==> config.mk <==
export PLATFORM = sky130hd
export DESIGN_NAME = key_event_fsm
export DESIGN_NICKNAME = d
export VERILOG_FILES = /design/src/rtl/key_event_fsm.sv
export SDC_FILE = /design/constraint.sdc
export NUM_CORES = 1
export LEC_CHECK = 0
export BUFFER_PORTS_ARGS = -buffer_cell sky130_fd_sc_hd__buf_2
export CORE_UTILIZATION = 55
export DETAILED_ROUTE_END_ITERATION = 8
export PLACE_DENSITY_LB_ADDON = 0.2
export SLEW_MARGIN = 20
export SYNTH_ARGS = -nofsm -noshare
export SYNTH_HDL_FRONTEND = slang
export SYNTH_SLANG_ARGS = --single-unit
==> constraint.sdc <==
create_clock -name clk -period 4.88 [get_ports clk]
set_clock_uncertainty 0.2 [all_clocks]
set_input_delay 1.464 -clock clk [delete_from_list [all_inputs] [get_ports clk]]
set_output_delay 1.464 -clock clk [all_outputs]
set_load 0.02 [all_outputs]
==> src/rtl/key_event_fsm.sv <==
`default_nettype none
// ============================================================================
// Module      : key_event_fsm
// Description : Turns the debounced, active-low KEY0 level into short,
//               double and long press events, presented through a one-entry
//               valid/ready output register with a sticky drop flag.
// Revision    : 1.0 - initial release
// ============================================================================
module key_event_fsm #(
    parameter int LONG_CYCLES   = 50_000_000,
    parameter int DOUBLE_CYCLES = 15_000_000
) (
    input  logic       clk,
    input  logic       rst,
    input  logic       clean_key,
    output logic       key_level,
    output logic       evt_valid,
    output logic [1:0] evt_code,
    input  logic       evt_ready,
    output logic       evt_overflow
);

    localparam int MAX_CYCLES = (LONG_CYCLES > DOUBLE_CYCLES) ? LONG_CYCLES : DOUBLE_CYCLES;
    localparam int TIMER_W    = $clog2(MAX_CYCLES + 1);

    localparam logic [TIMER_W-1:0] LONG_LAST   = TIMER_W'(LONG_CYCLES - 1);
    localparam logic [TIMER_W-1:0] DOUBLE_LAST = TIMER_W'(DOUBLE_CYCLES - 1);
    localparam logic [TIMER_W-1:0] TIMER_MAX   = {TIMER_W{1'b1}};

    localparam logic [2:0] S_IDLE           = 3'd0;
    localparam logic [2:0] S_PRESSED        = 3'd1;
    localparam logic [2:0] S_WAIT_SECOND    = 3'd2;
    localparam logic [2:0] S_SECOND_PRESSED = 3'd3;
    localparam logic [2:0] S_LONG_HELD      = 3'd4;

    localparam logic [1:0] EVT_SHORT  = 2'b01;
    localparam logic [1:0] EVT_DOUBLE = 2'b10;
    localparam logic [1:0] EVT_LONG   = 2'b11;

    logic [2:0]         state;
    logic [2:0]         state_next;
    logic [TIMER_W-1:0] timer;
    logic               key_prev;
    logic               key_prev_valid;
    logic               press;
    logic               release_det;
    logic               emit;
    logic [1:0]         emit_code;

    // key_prev is forced to "released" by reset, so the first cycle after
    // reset compares against a fake value; key_prev_valid masks that cycle so
    // a key held low through reset never looks like a fresh press.
    assign press       = key_prev_valid & key_prev & ~clean_key;
    assign release_det = ~key_prev & clean_key;

    // Input history: previous key sample, its validity, and the pressed level.
    always_ff @(posedge clk) begin
        if (rst) begin
            key_prev       <= 1'b1;
            key_prev_valid <= 1'b0;
            key_level      <= 1'b0;
        end else begin
            key_prev       <= clean_key;
            key_prev_valid <= 1'b1;
            key_level      <= ~clean_key;
        end
    end

    // State register and timer; the timer restarts on every state change and
    // saturates instead of wrapping.
    always_ff @(posedge clk) begin
        if (rst) begin
            state <= S_IDLE;
            timer <= '0;
        end else begin
            state <= state_next;
            if (state_next != state) begin
                timer <= '0;
            end else if ((state == S_PRESSED || state == S_WAIT_SECOND) && timer != TIMER_MAX) begin
                timer <= timer + 1'b1;
            end
        end
    end

    // Next-state logic; release beats the long timeout and a second press
    // beats the double-press timeout.
    always_comb begin
        state_next = state;
        unique case (state)
            S_IDLE: begin
                if (press) state_next = S_PRESSED;
            end
            S_PRESSED: begin
                if (release_det)             state_next = S_WAIT_SECOND;
                else if (timer == LONG_LAST) state_next = S_LONG_HELD;
            end
            S_WAIT_SECOND: begin
                if (press)                     state_next = S_SECOND_PRESSED;
                else if (timer == DOUBLE_LAST) state_next = S_IDLE;
            end
            S_SECOND_PRESSED: begin
                if (release_det) state_next = S_IDLE;
            end
            S_LONG_HELD: begin
                if (release_det) state_next = S_IDLE;
            end
            default: state_next = S_IDLE;
        endcase
    end

    // Event decode: which classified event, if any, this cycle produces.
    always_comb begin
        emit      = 1'b0;
        emit_code = 2'b00;
        unique case (state)
            S_PRESSED: begin
                if (!release_det && timer == LONG_LAST) begin
                    emit      = 1'b1;
                    emit_code = EVT_LONG;
                end
            end
            S_WAIT_SECOND: begin
                if (!press && timer == DOUBLE_LAST) begin
                    emit      = 1'b1;
                    emit_code = EVT_SHORT;
                end
            end
            S_SECOND_PRESSED: begin
                if (release_det) begin
                    emit      = 1'b1;
                    emit_code = EVT_DOUBLE;
                end
            end
            default: begin
                emit      = 1'b0;
                emit_code = 2'b00;
            end
        endcase
    end

    // One-entry output register: load when empty or draining, otherwise drop
    // the new event and remember that something was lost.
    always_ff @(posedge clk) begin
        if (rst) begin
            evt_valid    <= 1'b0;
            evt_code     <= 2'b00;
            evt_overflow <= 1'b0;
        end else if (emit && (!evt_valid || evt_ready)) begin
            evt_valid <= 1'b1;
            evt_code  <= emit_code;
        end else if (emit) begin
            evt_overflow <= 1'b1;
        end else if (evt_valid && evt_ready) begin
            evt_valid <= 1'b0;
        end
    end

endmodule
`default_nettype wire

==> impl_metrics.yaml, run 1 <==
status:
  status: "finished clean"
global_routing:
  grt_usage: 0.251
  grt_pass1_vias: 1663
  grt.overflow.total: 0
  grt_pass1_wl_mm: 7.97
  grt_max_degree: 27
  antenna_found_initial: 0
place:
  dp_hpwl_mm: 3.31
  placed_area_um2: 2110
  port_buffers: 8
  gp_congestion: 0.870
  dpl.cell_count: 284
critical_path:
  crit_family: "compound AO/OA/AOI/OAI gates"
  cp_slowest_stage_delay_ns: 0.50
  path_buf_inv: 2
  critPathSlowestCell: "a21oi_2"
  crit_fanout: 14
  critPathArrivalTime_ns: 3.14
  crit_type: "primary input to flop"
  worst_setup_path_start_kind: "primary input"
  required_ns: 4.84
  crit_path_end_kind: "flop"
  path_cells: "buf_2 -> nor2b_1 -> or2b_1 -> o21ai_0 -> a21oi_2 -> buf_4 -> a211oi_1"
cts:
  cts_setup_buffers: 0
  htreeDepth: 2
  cts_root_buf: "clkbuf_8"
  ctsHoldBuffers: 0
  tritoncts: "done"
  clk-insertion-delay-late_ns: 0.29
  clkTransAtPathRegs_ns: 0.07
  cts_resized: 0
  clock_sinks: 36
  cts_buffer_depth: 2
  cts_buffers: 5
route:
  vias: 1901
  finalWirelength_mm: 4.68
  ant_nets: 0
  via_per_inst: 6.51
  drt_pass1_iterations: 4
  wl_per_cell_um: 16.0
  drc: 0
  drt_iter0_markers: 113
sta:
  timing.setup.tns_ns: 0
  setup_viol: 0
  worst_pin_slew_ns: 0.615
  slew_headroom: 0.590
  fmax_mhz: 314
  min_period_ns: 3.18
  drv_slew: 0
  hold_viol_final: 0
  finalHoldWorstSlack_ns: 0.274
  grt_setup_unrepaired: "no"
  fin_crit_sh: 0.652
floorplan:
  pin_count: 9
  start_util: 0.573
  die_y_um: 63.7
  num_rows: 22
  dieArea_um2: 4060
  fp.dieW_um: 63.7
  coreArea_um2: 3660
synth:
  synth_nets: 245
  synth-async-reset-ratio: 0
  synth_seq_cells: 36
  ys_seq_area_frac: 0.344
  netlist-cell-type-count: 48
  synthesis.area_um2: 2100
  yosysWarningCount: 0
  syn_inst: 240
  synth_area_leader_cell: "dfxtp_1"
  synth_area_per_cell_um2: 8.74
  netlist_top_cells_area: "dfxtp_1 34%, a211oi_1 8.2%, nand4_1 4.2%"
  netlist.area_leader.share: 0.344
  synth_edf_count: 0
  synthFlopType: "dfxtp_1"
finish:
  fillCellCount: 336
  nets: 248
  fin_cells: 292
  drive_above_1_share: 0.123
  utilization: 0.607
  layout_common_cells: "36 x dfxtp_1, 23 x a211oi_1, 20 x nand2_1, 14 x nand4_1, 13 x o21ai_0"
  area_delta_synth_final_pct: 5.91
  final_area_um2: 2220
  num_antenna_cells: 0
  layout_commonest_cell: "dfxtp_1"
power_and_ir_drop:
  ir_drop_uv: 147
  power_density_nw_per_um2: 268
  leakage_uw: 0.000671
worst_hold_path:
  hold_class: "flop to flop"
run:
  drv_cap: 0
[logic make-up (layout without fill, tap and decap cells)]
group           after synthesis  after routing  share of synthesized area
simple gates                115            115                      0.344
compound gates               61             61                      0.216
flops                        36             36                      0.344
buf+inv                      19             23                     0.0561
xor+xnor                      7              7                     0.0292
fa+ha+maj                     1              1                    0.00597
mux                           1              1                    0.00477
[routing by layer]
metal | wire length, um | global-route usage | share of wire | vias to the layer above
met4 | 43 | 0.0625 | 0.0092 | 0
li1 | - | - | - | 946
met2 | 2160 | 0.398 | 0.46 | 34
met1 | 2300 | 0.343 | 0.49 | 916
met5 | 0 | 0 | 0 | -
met3 | 174 | 0.0589 | 0.037 | 5
[Yosys cell counts, drive strengths merged (2+ instances only)]
cell type	number
a31oi	2
nand2	20
o21ai	13
buf	11
a211oi	26
nand4	15
and2	3
nor3	12
a21oi	2
nor2	6
nor4	5
xnor2	5
clkbuf	3
a21o	2
nor2b	2
and3	2
and4	7
dfxtp	36
nand3b	2
or3	11
o31ai	10
xor2	2
or2	2
inv	5
nand3	8
nand2b	5
or4	10
[worst paths after layout]
| path | start | end | slack [ns] | depth (start not counted) |
|---|---|---|---|---|
| worst min register to register | evt_code[0] | evt_code[0] | 0.27 | 2 |
| worst max-delay path | clean_key | timer[12] | 1.70 | 7 |
| worst min-delay path | evt_code[0] | evt_code[0] | 0.27 | 2 |
| worst max register to register | timer[9] | timer[12] | 2.25 | 6 |
[power breakdown]
| part | internal [uW] | switching (uW) |
|---|---|---|
| sequential | 298 | 4.39 |
| combinational | 11.8 | 23.5 |
| clock | 152 | 105 |
| total | 461 | 133 |
[worst register-to-register path, delay by kind of cell, from the launching register on]
kind                   cells  cell delay (ns)
AOI/OAI and AO/OA          2             0.64
buffers and inverters      1             0.33
DFF                        1             0.38
and+or+nand+nor            3             0.95
[final cells by class]
type / count / area [um^2] / share of cell area
Clock buffer: 6 / 72.6 / 0.0327
Clock inverter: 2 / 35.0 / 0.0158
Inverter: 5 / 18.8 / 0.00845
Multi-Input combinational cell: 185 / 1260 / 0.567
Sequential cell: 36 / 721 / 0.325
Tap cell: 48 / 60.1 / 0.0270
Timing Repair Buffer: 10 / 55.1 / 0.0248
[state kept, by name (all words and copies together), names as in the netlist]
name	count
state	3
evt_valid	1
timer	26
key_level	1
evt_overflow	1
key_prev_valid	1
key_prev	1
evt_code	2
[stage by stage]
| stage | worst slack (ns) | power, uW |
|---|---|---|
| after floorplan | 1.93 | 338 |
| after global placement | 1.49 | 344 |
| after detailed placement | 1.41 | 345 |
| after CTS | 1.72 | 599 |
| after global routing | 1.57 | 615 |
| final | 1.70 | 594 |
Note: power is estimated with default switching activity, not from simulation.
==> inputs of run 2 (changes only) <==
==> constraint.sdc (replaced) <==
create_clock -name clk -period 2.83 [get_ports clk]
set_clock_uncertainty 0.2 [all_clocks]
set_input_delay 0.849 -clock clk [delete_from_list [all_inputs] [get_ports clk]]
set_output_delay 0.849 -clock clk [all_outputs]
set_load 0.02 [all_outputs]
==> run 2 against run 1 <==
Cell area rose by 3.7%. Sequential share of layout area is 1.1 points lower. Sequential power rose by 73%. Routed wire length is 4.1% higher. Power rose by 76%. Critical path depth unchanged. Hold slack gained 0.018 ns. Global-route usage is 1.3 points higher. First-iteration DRC count fell by 30%. Largest cell class unchanged.
==> impl_metrics.yaml, run 2 (synthesis results as in run 1) <==
status:
  status: "finished clean"
power_and_ir_drop:
  ir_drop_uv: 309
  power_density_nw_per_um2: 455
  leakage_uw: 0.000710
  p_total_uw: 1050
place:
  dpl.cell_count: 290
  dp_hpwl_mm: 3.34
  place_ws_ns: 0.186
  port_buffers: 8
  gp_congestion: 0.839
sta:
  min_period_ns: 2.48
  slew_headroom: 0.646
  grt_setup_unrepaired: "no"
  fin_crit_sh: 0.875
  drv_slew: 0
  timing.setup.tns_ns: 0
  setup_viol: 0
  hold_viol_final: 0
  worst_pin_slew_ns: 0.527
  worst_slack_ns: 0.354
  finalHoldWorstSlack_ns: 0.292
  fmax_mhz: 404
finish:
  area_delta_synth_final_pct: 9.79
  largest_reg_flops: 26
  top_regs: "timer: 26 flops, state: 3 flops, evt_code: 2 flops"
  layout_common_cells: "36 x dfxtp_1, 23 x a211oi_1, 20 x nand2_1, 14 x nand4_1, 13 x o21ai_0"
  drive_above_1_share: 0.148
  nets: 254
  top_register: "timer"
  num_antenna_cells: 0
  layout_commonest_cell: "dfxtp_1"
  fin_cells: 298
route:
  drt_iter0_markers: 79
  finalWirelength_mm: 4.87
  vias: 1918
  ant_nets: 0
  drc: 0
  via_per_inst: 6.44
  drt_pass1_iterations: 4
  wl_per_cell_um: 16.3
critical_path:
  required_ns: 2.81
  crit_fanout: 16
  r2r_slack_ns: 0.35
  rr_endpoint: "timer[13]"
  r2r_cells: 7
  rr_startpoint: "timer[0]"
  worst_setup_path_start_kind: "flop"
  critPathArrivalTime_ns: 2.46
  crit_path_end_kind: "flop"
  crit_type: "flop to flop"
global_routing:
  grt_use_met3: 0.0643
  grt_usage: 0.264
  grt_pass1_vias: 1753
  top_usage_layer: "met2"
  grt.overflow.total: 0
  antenna_found_initial: 0
  met2_usage: 0.402
  grt_max_degree: 27
  met1_usage: 0.354
  grt_pass1_wl_mm: 8.23
floorplan:
  die_y_um: 63.7
  dieArea_um2: 4060
  fp.dieW_um: 63.7
  pin_count: 9
  coreArea_um2: 3660
  start_util: 0.573
  num_rows: 22
cts:
  cts_setup_buffers: 0
  cts_buffer_depth: 2
  htreeDepth: 2
  cts_buffers: 5
  cts_root_buf: "clkbuf_8"
  clock_sinks: 36
  clkTransAtPathRegs_ns: 0.07
  clk-insertion-delay-late_ns: 0.29
  tritoncts: "done"
worst_hold_path:
  hold_end: "evt_code[0]"
  min_delay_path_depth: 2
  hold_start: "evt_code[0]"
  hold_class: "flop to flop"
run:
  drv_cap: 0
-- run 2: cell types whose count changed in the layout (fill, tap and decap cells not counted), sizes merged --
cell	previous run	this run
clkbuf	6	5
buf	10	16
clkinvlp	0	1
-- run 2: area by class of cell --
type | instances | area [um^2]
clock inverter | 3 | 42.5
timing repair buffer | 16 | 125
inverter | 5 | 18.8
tap | 48 | 60.1
fill | 320 | 1360
clock buffer | 5 | 68.8
sequential | 36 | 721
multi-input combinational | 185 | 1270
-- run 2: through the flow --
stage	util	cell area, um^2
after floorplan	-	2100
after global placement	0.596	2180
after detailed placement	0.596	2180
after CTS	0.627	2290
after global routing	0.629	2300
final	0.629	2300
-- run 2: worst max-delay path by stage --
stage	end	cells after the start	start	slack, ns
global placement	timer[13]	8	clean_key	0.24
detailed placement	timer[21]	7	clean_key	0.19
floorplan	timer[16]	6	clean_key	0.49
finish	timer[13]	7	timer[0]	0.35
CTS	timer[25]	7	timer[0]	0.21
global route	timer[14]	7	timer[0]	0.17
-- run 2: power by group --
group          total (uW)  internal (uW)  switching (uW)
Clock                 456            261             195
Combinational        70.4           26.8            43.6
Sequential            521            513            7.50
-- run 2: layer usage --
metal,share of wire,vias to the layer above
li1,-,952
met1,0.46,897
met2,0.46,59
met3,0.059,10
met4,0.022,0
met5,0,-
-- run 2: timing repair --
action                                  in CTS  in global routing
resized for setup                            0                  1
endpoints found under the setup margin       0                 16
hold buffers                                 0                  0
-- run 2: worst max-delay path, stage by stage (launching register included) --
cell      delay, ns
dfxtp_1        0.39
ha_1           0.24
nand2_1        0.13
nor4_4         0.49
nand4_2        0.24
a21oi_4        0.41
buf_12         0.21
a211oi_1       0.06
==> inputs of run 3 (changes only) <==
--- a/config.mk
+++ b/config.mk
@@ -6,9 +6,9 @@
 export NUM_CORES = 1
 export LEC_CHECK = 0
 export BUFFER_PORTS_ARGS = -buffer_cell sky130_fd_sc_hd__buf_2
-export CORE_UTILIZATION = 55
+export CORE_UTILIZATION = 40
 export DETAILED_ROUTE_END_ITERATION = 8
-export PLACE_DENSITY_LB_ADDON = 0.2
+export PLACE_DENSITY_LB_ADDON = 0.15
 export SLEW_MARGIN = 20
 export SYNTH_ARGS = -nofsm -noshare
 export SYNTH_HDL_FRONTEND = slang
==> run 3 against run 2 <==
Sequential cell count stayed put. Cell count rose by 5.0%. Combinational power shrank 8.9%. Die area is 36% higher. Register-to-register slack better by 0.04 ns. Critical endpoint is now timer[14]. Critical path type unchanged.
==> impl_metrics.yaml, run 3 (synthesis results as in run 1) <==
sta:
  slew_headroom: 0.636
  timing.setup.tns_ns: 0
  fmax_mhz: 411
  finalHoldWorstSlack_ns: 0.284
  hold_viol_final: 0
  fin_crit_sh: 0.860
  worst_slack_ns: 0.397
  drv_slew: 0
  worst_pin_slew_ns: 0.541
  grt_setup_unrepaired: "no"
  min_period_ns: 2.43
  setup_viol: 0
global_routing:
  grt_pass1_wl_mm: 8.30
  grt_pass1_vias: 1659
  grt_usage: 0.195
  grt.overflow.total: 0
  grt_max_degree: 27
  antenna_found_initial: 0
finish:
  largest_reg_flops: 26
  area_delta_synth_final_pct: 9.25
  drive_above_1_share: 0.134
  nets: 250
  layout_common_cells: "36 x dfxtp_1, 23 x a211oi_1, 20 x nand2_1, 14 x nand4_1, 13 x o21ai_0"
  top_regs: "timer: 26 flops, state: 3 flops, evt_code: 2 flops"
  fin_cells: 313
  num_antenna_cells: 0
  fillCellCount: 497
  top_register: "timer"
  layout_commonest_cell: "dfxtp_1"
floorplan:
  coreArea_um2: 4880
  fp.dieW_um: 74.4
  start_util: 0.430
  pin_count: 9
  num_rows: 25
  dieArea_um2: 5540
  die_y_um: 74.4
power_and_ir_drop:
  p_int_uw: 846
  power_frac_seq: 0.480
  swShare: 0.220
  power_frac_clock: 0.461
  combinationalPowerShare: 0.059
  ir_drop_uv: 234
  leakage_uw: 0.000694
  power_density_nw_per_um2: 473
  power.switching_uw: 238
cts:
  clkTransAtPathRegs_ns: 0.08
  cts_buffers: 5
  cts_resized: 0
  clk-insertion-delay-late_ns: 0.29
  htreeDepth: 2
  cts_buffer_depth: 2
  cts_setup_buffers: 0
  cts_root_buf: "clkbuf_8"
  clock_sinks: 36
  tritoncts: "done"
  ctsHoldBuffers: 0
critical_path:
  r2r_cells: 5
  critPathArrivalTime_ns: 2.43
  crit_fanout: 17
  r2r_slack_ns: 0.40
  rr_endpoint: "timer[14]"
  crit_type: "flop to flop"
  crit_path_end_kind: "flop"
  rr_startpoint: "timer[8]"
  worst_setup_path_start_kind: "flop"
  required_ns: 2.83
route:
  finalWirelength_mm: 4.98
  vias: 1855
  via_per_inst: 5.93
  wl_per_cell_um: 15.9
  drc: 0
  ant_nets: 0
  drt_pass1_iterations: 4
  drt_iter0_markers: 156
place:
  dpl.cell_count: 305
  gp_congestion: 0.790
  dp_hpwl_mm: 3.42
  place_ws_ns: 0.312
  port_buffers: 8
run:
  drv_cap: 0
worst_hold_path:
  hold_end: "evt_code[0]"
  min_delay_path_depth: 2
  hold_class: "flop to flop"
  hold_start: "evt_code[0]"
status:
  status: "finished clean"
[run 3: changes by cell type in the layout (fill, tap and decap cells not counted)]
cell        previous run  this run
clkinvlp_4             1         0
buf_12                 2         1
a21oi_2                1         2
buf_4                  6         3
clkbuf_8               5         7
clkinv_2               1         0
a21oi_4                1         0
[run 3: power groups by stage]
stage / clock [uW] / sequential, uW / combinational, uW
2_1_floorplan: 0 / 530 / 53.1
3_3_place_gp: 0 / 533 / 63.5
3_5_place_dp: 0 / 533 / 64.3
4_1_cts: 508 / 521 / 64.5
5_1_grt: 526 / 522 / 71.1
6_report: 500 / 521 / 64.1
[run 3: worst max path at each step]
stage / from / end / cells after the start
global route: timer[8] / timer[20] / 5
detailed placement: clean_key / timer[14] / 7
CTS: timer[8] / timer[14] / 5
finish: timer[8] / timer[14] / 5
global placement: clean_key / timer[14] / 7
floorplan: clean_key / timer[16] / 6
[run 3: layout make-up]
type,instances,area (um^2),area share
multi-input cells,185,1260,0.549
inverters,5,18.8,0.00819
clock buffers,7,96.3,0.0421
flip-flops and latches,36,721,0.315
well taps,67,83.8,0.0366
repair buffers,12,82.6,0.0360
clock inverters,1,30.0,0.0131
[run 3: metal layers]
layer | global-route usage | part of all wire | vias up
met5 | 0 | 0 | -
met4 | 0.0671 | 0.0088 | 0
met3 | 0.0339 | 0.027 | 6
met2 | 0.287 | 0.44 | 23
met1 | 0.284 | 0.52 | 881
li1 | - | - | 945
[run 3: worst max-delay path, cell delays in order, from the launching register on]
cell	delay (ns)
dfxtp_1	0.51
nand4_1	0.26
nor4_4	0.48
a211o_1	0.50
o21ai_0	0.17
a211oi_1	0.22
[run 3: stage by stage]
stage	total power, uW	utilization	cell area (um^2)
after global routing	1120	0.469	2290
final	1080	0.469	2290
after detailed placement	597	0.444	2160
after global placement	597	0.444	2160
after floorplan	583	-	2100
after CTS	1090	0.469	2290
